--- src/rtl/pc_unit_if.sv ---
// pc_unit_if: request/response bundle between the cpu control decoder and
// the program-counter unit. The decoder drives the requests and the offset;
// the unit returns the current PC and the return-address-stack status.
interface pc_unit_if #(
  parameter int PC_W     = 32,
  parameter int OFFSET_W = 8
);
  logic                STALL;
  logic                JUMP;
  logic                BRANCH;
  logic                ZERO;
  logic                CALL;
  logic                RET;
  logic [OFFSET_W-1:0] OFFSET;
  logic [PC_W-1:0]     PC;
  logic                RAS_EMPTY;
  logic                RAS_FULL;
  logic                RAS_OVF;
  logic                RAS_UNF;

  modport master (
    output STALL, JUMP, BRANCH, ZERO, CALL, RET, OFFSET,
    input  PC, RAS_EMPTY, RAS_FULL, RAS_OVF, RAS_UNF
  );

  modport slave (
    input  STALL, JUMP, BRANCH, ZERO, CALL, RET, OFFSET,
    output PC, RAS_EMPTY, RAS_FULL, RAS_OVF, RAS_UNF
  );
endinterface

--- src/rtl/pc_unit.sv ---
// pc_unit: program counter with stall, relative jump, branch-if-zero and
// optional CALL/RET through a circular return-address stack.
// Optional feature macro: PC_RAS_EN (defined -> stack built; undefined ->
// CALL acts as JUMP, RET acts as a plain increment, RAS status tied off).
// Request priority per edge: STALL > RET > CALL > JUMP > BRANCH&ZERO > increment.
module pc_unit #(
  parameter int PC_W      = 32,
  parameter int OFFSET_W  = 8,
  parameter int STEP      = 4,
  parameter int RAS_DEPTH = 4
) (
  input  logic      CLK,
  input  logic      RESET,
  pc_unit_if.slave  bus
);

  logic [PC_W-1:0] pc_q;
  logic [PC_W-1:0] pc_d;
  logic [PC_W-1:0] pc_next;
  logic [PC_W-1:0] off_ext;
  logic [PC_W-1:0] target;

  // Offset counts instructions, so it is sign-extended then scaled by STEP;
  // all arithmetic wraps silently at PC_W bits.
  assign off_ext = {{(PC_W-OFFSET_W){bus.OFFSET[OFFSET_W-1]}}, bus.OFFSET};
  assign pc_next = pc_q + PC_W'(STEP);
  assign target  = pc_next + off_ext * PC_W'(STEP);

  assign bus.PC = pc_q;

`ifdef PC_RAS_EN
  localparam int AW = $clog2(RAS_DEPTH);
  localparam int CW = AW + 1;

  logic [PC_W-1:0] ras_mem [RAS_DEPTH];
  logic [AW-1:0]   wp_q;
  logic [AW-1:0]   top_idx;
  logic [CW-1:0]   cnt_q;
  logic            ovf_q;
  logic            unf_q;
  logic            ras_empty;
  logic            ras_full;
  logic            push;
  logic            pop;
  logic            set_ovf;
  logic            set_unf;

  // wp_q points at the next free slot; when full it also points at the
  // oldest entry, so a push while full overwrites exactly that one.
  assign top_idx   = wp_q - AW'(1);
  assign ras_empty = (cnt_q == '0);
  assign ras_full  = (cnt_q == CW'(RAS_DEPTH));

  assign bus.RAS_EMPTY = ras_empty;
  assign bus.RAS_FULL  = ras_full;
  assign bus.RAS_OVF   = ovf_q;
  assign bus.RAS_UNF   = unf_q;

  // Next-PC selection and stack operation decode.
  always_comb begin
    pc_d    = pc_next;
    push    = 1'b0;
    pop     = 1'b0;
    set_ovf = 1'b0;
    set_unf = 1'b0;
    if (bus.STALL) begin
      pc_d = pc_q;
    end else if (bus.RET) begin
      if (!ras_empty) begin
        pc_d = ras_mem[top_idx];
        pop  = 1'b1;
      end else begin
        set_unf = 1'b1;
      end
    end else if (bus.CALL) begin
      pc_d    = target;
      push    = 1'b1;
      set_ovf = ras_full;
    end else if (bus.JUMP) begin
      pc_d = target;
    end else if (bus.BRANCH && bus.ZERO) begin
      pc_d = target;
    end
  end

  // Stack storage is data only; validity is tracked by cnt_q, so no reset.
  always_ff @(posedge CLK) begin
    if (push && !RESET) begin
      ras_mem[wp_q] <= pc_next;
    end
  end

  // Stack pointer, occupancy and sticky error flags.
  always_ff @(posedge CLK or posedge RESET) begin
    if (RESET) begin
      wp_q  <= '0;
      cnt_q <= '0;
      ovf_q <= 1'b0;
      unf_q <= 1'b0;
    end else begin
      if (push) begin
        wp_q <= wp_q + AW'(1);
        if (!ras_full) begin
          cnt_q <= cnt_q + CW'(1);
        end
      end else if (pop) begin
        wp_q  <= top_idx;
        cnt_q <= cnt_q - CW'(1);
      end
      if (set_ovf) begin
        ovf_q <= 1'b1;
      end
      if (set_unf) begin
        unf_q <= 1'b1;
      end
    end
  end
`else
  assign bus.RAS_EMPTY = 1'b1;
  assign bus.RAS_FULL  = 1'b0;
  assign bus.RAS_OVF   = 1'b0;
  assign bus.RAS_UNF   = 1'b0;

  // Next-PC selection without a stack: RET is a plain step, CALL a jump.
  always_comb begin
    pc_d = pc_next;
    if (bus.STALL) begin
      pc_d = pc_q;
    end else if (bus.RET) begin
      pc_d = pc_next;
    end else if (bus.CALL || bus.JUMP) begin
      pc_d = target;
    end else if (bus.BRANCH && bus.ZERO) begin
      pc_d = target;
    end
  end
`endif

  // Program counter register.
  always_ff @(posedge CLK or posedge RESET) begin
    if (RESET) begin
      pc_q <= '0;
    end else begin
      pc_q <= pc_d;
    end
  end

endmodule

--- src/flat_wrapper.sv ---
// flat-port wrapper written by rule: the top's interface ports become plain ports
module pc_unit_flat 
#(
  parameter int PC_W      = 32,
  parameter int OFFSET_W  = 8,
  parameter int STEP      = 4,
  parameter int RAS_DEPTH = 4
)
  (CLK, RESET, bus_STALL, bus_JUMP, bus_BRANCH, bus_ZERO, bus_CALL, bus_RET, bus_OFFSET, bus_PC, bus_RAS_EMPTY, bus_RAS_FULL, bus_RAS_OVF, bus_RAS_UNF);
  pc_unit_if #(.PC_W(PC_W), .OFFSET_W(OFFSET_W)) bus_i ();
  input  logic CLK;
  input  logic RESET;
  input wire logic [$bits(bus_i.STALL)-1:0] bus_STALL;
  input wire logic [$bits(bus_i.JUMP)-1:0] bus_JUMP;
  input wire logic [$bits(bus_i.BRANCH)-1:0] bus_BRANCH;
  input wire logic [$bits(bus_i.ZERO)-1:0] bus_ZERO;
  input wire logic [$bits(bus_i.CALL)-1:0] bus_CALL;
  input wire logic [$bits(bus_i.RET)-1:0] bus_RET;
  input wire logic [$bits(bus_i.OFFSET)-1:0] bus_OFFSET;
  output wire logic [$bits(bus_i.PC)-1:0] bus_PC;
  output wire logic [$bits(bus_i.RAS_EMPTY)-1:0] bus_RAS_EMPTY;
  output wire logic [$bits(bus_i.RAS_FULL)-1:0] bus_RAS_FULL;
  output wire logic [$bits(bus_i.RAS_OVF)-1:0] bus_RAS_OVF;
  output wire logic [$bits(bus_i.RAS_UNF)-1:0] bus_RAS_UNF;
  assign bus_i.STALL = bus_STALL;
  assign bus_i.JUMP = bus_JUMP;
  assign bus_i.BRANCH = bus_BRANCH;
  assign bus_i.ZERO = bus_ZERO;
  assign bus_i.CALL = bus_CALL;
  assign bus_i.RET = bus_RET;
  assign bus_i.OFFSET = bus_OFFSET;
  assign bus_PC = bus_i.PC;
  assign bus_RAS_EMPTY = bus_i.RAS_EMPTY;
  assign bus_RAS_FULL = bus_i.RAS_FULL;
  assign bus_RAS_OVF = bus_i.RAS_OVF;
  assign bus_RAS_UNF = bus_i.RAS_UNF;
  pc_unit #(.PC_W(PC_W), .OFFSET_W(OFFSET_W), .STEP(STEP), .RAS_DEPTH(RAS_DEPTH)) u_core (.CLK(CLK), .RESET(RESET), .bus(bus_i));
endmodule
--- config.mk ---
export PLATFORM = sky130hd
export DESIGN_NAME = pc_unit_flat
export DESIGN_NICKNAME = d
export VERILOG_FILES = /design/src/rtl/pc_unit_if.sv /design/src/rtl/pc_unit.sv /design/src/flat_wrapper.sv
export SDC_FILE = /design/constraint.sdc
export NUM_CORES = 1
export LEC_CHECK = 0
export BUFFER_PORTS_ARGS = -buffer_cell sky130_fd_sc_hd__buf_4
export CORE_MARGIN = 2
export CORE_UTILIZATION = 50
export CTS_CLUSTER_DIAMETER = 50
export DETAILED_ROUTE_END_ITERATION = 8
export PLACE_DENSITY = 0.81
export SYNTH_ARGS = -nofsm -noshare
export SYNTH_HDL_FRONTEND = slang
export SYNTH_SLANG_ARGS = --single-unit
--- constraint.sdc ---
create_clock -name CLK -period 12.48 [get_ports CLK]
set_input_delay 3.12 -clock CLK [delete_from_list [all_inputs] [get_ports CLK]]
set_output_delay 3.12 -clock CLK [all_outputs]
set_load 0.1 [all_outputs]
After elaboration in Yosys (flattened, before gate mapping)
Cells that the tools add are included.
{ "word_totals": {"output_inout_bits": 36, "register_bits": 32, "inputBits": 16, "word_cells": 8} }
{ "op_classes": {"n_reduce_logical": 2, "n_addsub": 2, "n_mux": 3} }
{ "ops": {"columns": ["op", "count"], "rows": [
  ["$mux W32", 3],
  ["$add A32 B3 Y32 const B", 1],
  ["$add A32 B32 Y32", 1],
  ["$logic_and A1 B1 Y1", 1],
  ["$logic_or A1 B1 Y1", 1]
]} }

Logic depth before layout (Yosys ltp)
Gate-level depths: netlist of run 1.
{ "depth": {"depth_word": 5, "mapped_depth": 17, "depth_no_buf": 16} }

Least setup slack after synthesis of run 1
OpenSTA, ideal clock, no wires.
{ "synth_path": {"kind": "in2reg", "from": "input bus_OFFSET[0]", "to": "register u_core.pc_q[30], in the netlist u_core.bus.PC[30]", "setup_ps": 129, "path_slack_ps": 6764, "required_time_ps": 12351, "cell_stages": 11, "t_arrival_ps": 5588, "path_buffers": 0, "path_cell_list": "ha_1 > fa_1 > a21o_1 > a21oi_2 > o211ai_1 > a221o_1 > a221o_1 > o21a_1 > a221oi_2 > xor2_1 > a211oi_2"} }
{ "synth_via": {"elab_chain_len": 4} }
{ "synth_lines": {"columns": ["element", "line", "source"], "rows": [
  ["start, declared", "flat_wrapper.sv:19", "input wire logic [$bits(bus_i.OFFSET)-1:0] bus_OFFSET;"],
  ["$add A32 B32 Y32 *", "pc_unit.sv:27", "assign target = pc_next + off_ext * PC_W'(STEP);"],
  ["$mux W32", "pc_unit.sv:133", "end else if (bus.BRANCH && bus.ZERO) begin"],
  ["$mux W32 *", "pc_unit.sv:131", "end else if (bus.CALL || bus.JUMP) begin"],
  ["$mux W32 *", "pc_unit.sv:129", "end else if (bus.RET) begin"],
  ["end signal, assigned", "pc_unit.sv:144", "pc_q <= pc_d;"],
  ["end, declared", "pc_unit.sv:17", "logic [PC_W-1:0] pc_q;"]
]} }
Every way passes the cells marked *; elsewhere a longest branch is shown, timed or not.
A chain may end at the register's enable or synchronous reset.

Final worst setup path of run 1
Ends and elaborated chain as after synthesis.

==> impl_metrics.py, run 1 <==
metrics = {
    "run": {
        "cap_violations": 0,
    },
    "sta": {
        "fin_skew_ns": 0.00505,
        "setup_tns_ns": 0,
        "period_needed_ns": 5.80,
        "clock.fmax_ghz": 0.172,
        "post-route-period-util_pct": 46.5,
        "hold_viol": 0,
        "slew_headroom_pct": 50.0,
        "setup_viol": 0,
        "worst_slew_pin_slew_ns": 0.750,
        "rsz0062_at_grt": "false",
        "final_max_slew_viol_count": 0,
    },
    "setup_path": {
        "rr_worst_depth": 15,
        "startpoint": "bus_OFFSET[0]",
        "rr_endpoint": "u_core.bus.PC[29]",
        "worstSetupPathType": "in2reg",
        "arrival_ns": 5.97,
        "regToRegStartpoint": "u_core.bus.PC[4]",
        "start_kind": "input port",
        "crit_path_end": "u_core.bus.PC[30]",
        "crit_path_end_kind": "flip-flop",
        "cp_max_fo": 4,
        "worstPathRequired_ns": 12.65,
        "reg2reg_slack_ns": 7.85,
    },
    "floorplanning": {
        "io_pins": 52,
        "initial_utilization_pct": 51.3,
        "core_sq_um": 7210,
        "die_h_microns": 90.0,
        "die_w_microns": 90.0,
        "die-area_sq_um": 8100,
        "core.rowCount": 31,
    },
    "synthesis": {
        "synth_cells": 478,
        "synthArstFlopShare_pct": 100,
        "ys_seq_area_share_pct": 20.3,
        "synthesis.area_sq_um": 3700,
        "synth-xor-area-share_pct": 12.3,
        "synth_warnings": 0,
        "ys_ff_latch": 30,
        "synth_edf_count": 0,
        "synthMuxAreaShare_pct": 0.845,
        "yosys.cell_types.count": 64,
        "synth_compound_area_share_pct": 24.9,
        "synth_top_family_by_area": "compound AO/OA/AOI/OAI gates",
        "syn_area_per_cell_sq_um": 7.74,
        "yosys.area_share.simple_pct": 22.8,
        "synthAdderAreaFrac_pct": 13.1,
        "synth_flop_cell": "dfrtp_1",
    },
    "clocking": {
        "cts_tree": "yes",
        "cts_max_path_buffers": 2,
        "cts_sinks": 30,
        "hold_buffers": 0,
        "clkLatencyLatePin_ns": 0.29,
        "clk_pin_slew_ns": 0.07,
        "htree_num_levels": 2,
        "post_cts_buffers": 0,
        "numCtsBuffers": 5,
        "ctsResizeCount": 0,
        "cts_root_buffer": "clkbuf_8",
    },
    "layout": {
        "nets": 565,
        "largest_register_ffs": 30,
        "area.growth.synth_to_final_pct": 12.4,
        "diodes": 0,
        "drive_above_1_share_pct": 13.1,
    },
    "detailed_routing": {
        "wl_per_cell_microns": 16.1,
        "drc": 0,
        "ant_nets": 0,
        "drtIter0Drc": 230,
        "first_pass_iters": 4,
        "finalWirelength_microns": 9830,
        "vias": 3709,
        "viasPerCell": 6.09,
    },
    "min_path": {
        "hold_class": "reg2reg",
    },
    "global_route": {
        "overflow": 0,
        "first_global_vias": 3521,
        "track_usage_pct": 24.0,
        "antenna_found_initial": 0,
        "grt_max_degree": 47,
        "grt_pass1_wl_microns": 16400,
    },
    "place": {
        "portBuffers": 45,
        "gp_congestion": 0.935,
        "dp_hpwl_microns": 7170,
    },
    "outcome": {
        "outcome": "complete, no violations",
    },
}
## final cells by class
type / instances / area, sq um
fill: 698 / 3060
multi-input combinational: 402 / 2760
sequential: 30 / 751
timing repair buffer: 47 / 353
tap: 99 / 124
inverter: 25 / 93.8
clock buffer: 6 / 82.6
## cell usage after synthesis, drive strengths merged (9+ instances only)
cell / count / share of area [%]
xnor2: 38 / 9.0
and3: 9 / 1.5
ha: 37 / 13
o21ai: 19 / 2.6
nand2: 44 / 4.5
nand4: 17 / 3.0
dfrtp: 30 / 20
inv: 24 / 2.4
a21oi: 49 / 6.7
xor2: 13 / 3.3
nand3: 14 / 1.9
clkbuf: 17 / 1.7
nor3: 17 / 2.3
a21o: 16 / 3.2
nor2: 33 / 3.8
## layer usage
metal	GRT usage [%]	wire (microns)
met1	30.8	4310
met2	41.0	4730
met3	3.77	579
met4	8.08	216
met5	0	0
## worst max-delay path, cell delays in order
cell	delay [ns]
buf_4	0.11
ha_1	0.20
fa_1	0.41
a21o_1	0.18
a21oi_2	0.19
o211ai_1	0.14
a221o_1	0.42
a221o_1	0.37
o21a_1	0.24
a221oi_2	0.28
xor2_1	0.21
a211oi_2	0.08
## stage by stage
step                      utilization (%)  area, sq um  std cells  worst slack (ns)  hold WS (ns)
after CTS                            57.6         4160        609              6.70         0.556
after floorplan                         -         3710        482              6.76          1.02
after detailed placement             56.5         4080        603              6.40         0.539
after global placement               56.5         4080        603              6.48         0.538
after global routing                 57.6         4160        609              6.42         0.594
final                                57.6         4160        609              6.68         0.563
## cell families (layout without fill, tap and decap cells)
logic type                 after synthesis  after routing
other                                    2              6
AOI/OAI and AO/OA                      141            141
xor gates and xnor gates                51             51
and+or+nand+nor                        163            163
buffers and inverters                   50             78
adders and majority gates               38             38
muxes                                    3              3
DFF                                     30             30
## worst min path at each step
stage                                 start                 to  slack (ns)  cells after the start
after floorplan           u_core.bus.PC[25]  u_core.bus.PC[25]        1.02                      2
after global placement    u_core.bus.PC[16]  u_core.bus.PC[16]        0.54                      1
after detailed placement  u_core.bus.PC[16]  u_core.bus.PC[16]        0.54                      1
after CTS                 u_core.bus.PC[16]  u_core.bus.PC[16]        0.56                      1
after global routing      u_core.bus.PC[16]  u_core.bus.PC[16]        0.59                      1
final                     u_core.bus.PC[16]  u_core.bus.PC[16]        0.56                      1
## cells in the final DEF (no fill, tap or decap), types with 9 or more instances in the layout
cell type	n
buf_4	47
nand2_1	43
a21oi_1	48
and3_1	9
ha_1	37
nand3_1	14
inv_1	24
dfrtp_1	30
a21o_1	16
o21ai_0	11
nand4_1	16
xor2_1	12
nor2_1	30
xnor2_1	38
nor3_1	17
Power of run 1 is left out: the tool's default activity adds up to more than one toggle a clock period on the data nets, which glitch-free logic cannot reach.
==> run 2: changes to the inputs <==
==> constraint.sdc (replaced) <==
create_clock -name CLK -period 5.35 [get_ports CLK]
set_input_delay 1.3375 -clock CLK [delete_from_list [all_inputs] [get_ports CLK]]
set_output_delay 1.3375 -clock CLK [all_outputs]
set_load 0.1 [all_outputs]
==> impl_metrics.py, run 2 (synthesis gave the netlist of run 1 again) <==
metrics = {
    "detailed_routing": {
        "ant_nets": 0,
        "drtIter0Drc": 258,
        "finalWirelength_microns": 10100,
        "viasPerCell": 6.14,
        "vias": 3753,
        "first_pass_iters": 5,
        "wl_per_cell_microns": 16.6,
        "drc": 0,
    },
    "clocking": {
        "cts_sinks": 30,
        "clkLatencyLatePin_ns": 0.30,
        "post_cts_buffers": 0,
        "cts_root_buffer": "clkbuf_8",
        "cts_max_path_buffers": 2,
        "ctsResizeCount": 0,
        "clk_pin_slew_ns": 0.08,
        "cts_tree": "yes",
        "hold_buffers": 0,
        "htree_num_levels": 2,
        "numCtsBuffers": 5,
    },
    "sta": {
        "slew_headroom_pct": 47.7,
        "rsz0062_at_grt": "false",
        "worst_slew_pin_slew_ns": 0.785,
        "setup_tns_ns": 0,
        "period_needed_ns": 4.46,
        "final_max_slew_viol_count": 0,
        "fin_skew_ns": 0.00851,
        "hold_viol": 0,
        "post-route-period-util_pct": 83.4,
        "setup_viol": 0,
        "clock.fmax_ghz": 0.224,
    },
    "setup_path": {
        "crit_path_end_kind": "flip-flop",
        "slowest_stage": "or4_1",
        "cp_max_fo": 7,
        "path_cells": "and4_4, nand4_2, or4_1, nor4_2, xor2_1, ha_1, nand4_1, inv_1, a221o_1, a21oi_1, a31oi_1, a211oi_1, o21bai_1, xnor2_1, o311ai_1",
        "startpoint": "u_core.bus.PC[5]",
        "crit_path_max_incr_delay_ns": 0.67,
        "arrival_ns": 4.65,
        "worstPathRequired_ns": 5.54,
        "start_kind": "flip-flop",
        "regToRegStartpoint": "u_core.bus.PC[5]",
        "worstSetupPathType": "reg2reg",
    },
    "min_path": {
        "hold_class": "reg2reg",
        "hp-start": "u_core.bus.PC[16]",
    },
    "floorplanning": {
        "core_sq_um": 7210,
        "die-area_sq_um": 8100,
        "die_w_microns": 90.0,
        "io_pins": 52,
        "core.rowCount": 31,
        "initial_utilization_pct": 51.3,
        "die_h_microns": 90.0,
    },
    "global_route": {
        "first_global_vias": 3444,
        "overflow": 0,
        "grt_max_degree": 47,
        "track_usage_pct": 24.7,
        "grt_pass1_wl_microns": 16700,
        "antenna_found_initial": 0,
    },
    "layout": {
        "nets": 565,
        "diodes": 0,
        "largest_register_ffs": 30,
        "drive_above_1_share_pct": 13.5,
        "final_common_cell": "a21oi_1",
        "layout_common_cells": "48 x a21oi_1, 47 x buf_4, 43 x nand2_1",
        "area.growth.synth_to_final_pct": 14.0,
    },
    "place": {
        "gp_congestion": 0.977,
        "dp_hpwl_microns": 7320,
        "portBuffers": 45,
    },
    "run": {
        "cap_violations": 0,
    },
    "outcome": {
        "outcome": "complete, no violations",
    },
}
[run 2: changes by cell type in the layout (fill, tap and decap cells not counted)]
cell / change
bufinv_16: +2
[run 2: worst max-delay path: cells and delay by family (launching register included)]
family | cells | cell delay [ns]
fa+ha+maj | 1 | 0.32
xor+xnor | 2 | 0.33
compound gates | 6 | 1.50
flops | 1 | 0.47
simple gates | 5 | 1.64
buf+inv | 1 | 0.08
[run 2: final cells by class]
class	instances	area (sq um)
clock buffers	6	82.6
clock inverters	2	60.1
fillers	661	3000
inverters	25	93.8
multi-input cells	402	2760
flip-flops and latches	30	751
well taps	99	124
repair buffers	47	353
[run 2: path summary, 6_finish.rpt]
check | end | slack [ns] | cells after the start
max | u_core.bus.PC[29] | 0.89 | 15
min | u_core.bus.PC[16] | 0.56 | 1
max reg2reg | u_core.bus.PC[29] | 0.89 | 15
min reg2reg | u_core.bus.PC[16] | 0.56 | 1
max in group asynchronous | u_core.bus.PC[21] | 3.91 | 3
min in group asynchronous | u_core.bus.PC[3] | 1.14 | 3
[run 2: through the flow]
step           hold slack, ns  setup slack, ns  area (sq um)  utilization (%)  instances
6_report                0.562            0.890          4220             58.5        611
3_3_place_gp            0.539             1.08          4080             56.5        603
3_5_place_dp            0.545            0.935          4080             56.5        603
4_1_cts                 0.562            0.918          4220             58.5        611
5_1_grt                 0.605            0.671          4220             58.5        611
2_1_floorplan            1.02            0.669          3710                -        482
[run 2: routing by layer]
layer | vias up | global-route usage, % | part of all wire [%]
met4 | 0 | 8.08 | 2.8
met3 | 23 | 3.86 | 7.1
met1 | 1756 | 32.3 | 43
met2 | 164 | 41.6 | 47
li1 | 1810 | - | -
met5 | - | 0 | 0
Power of run 2 is left out for the same reason.
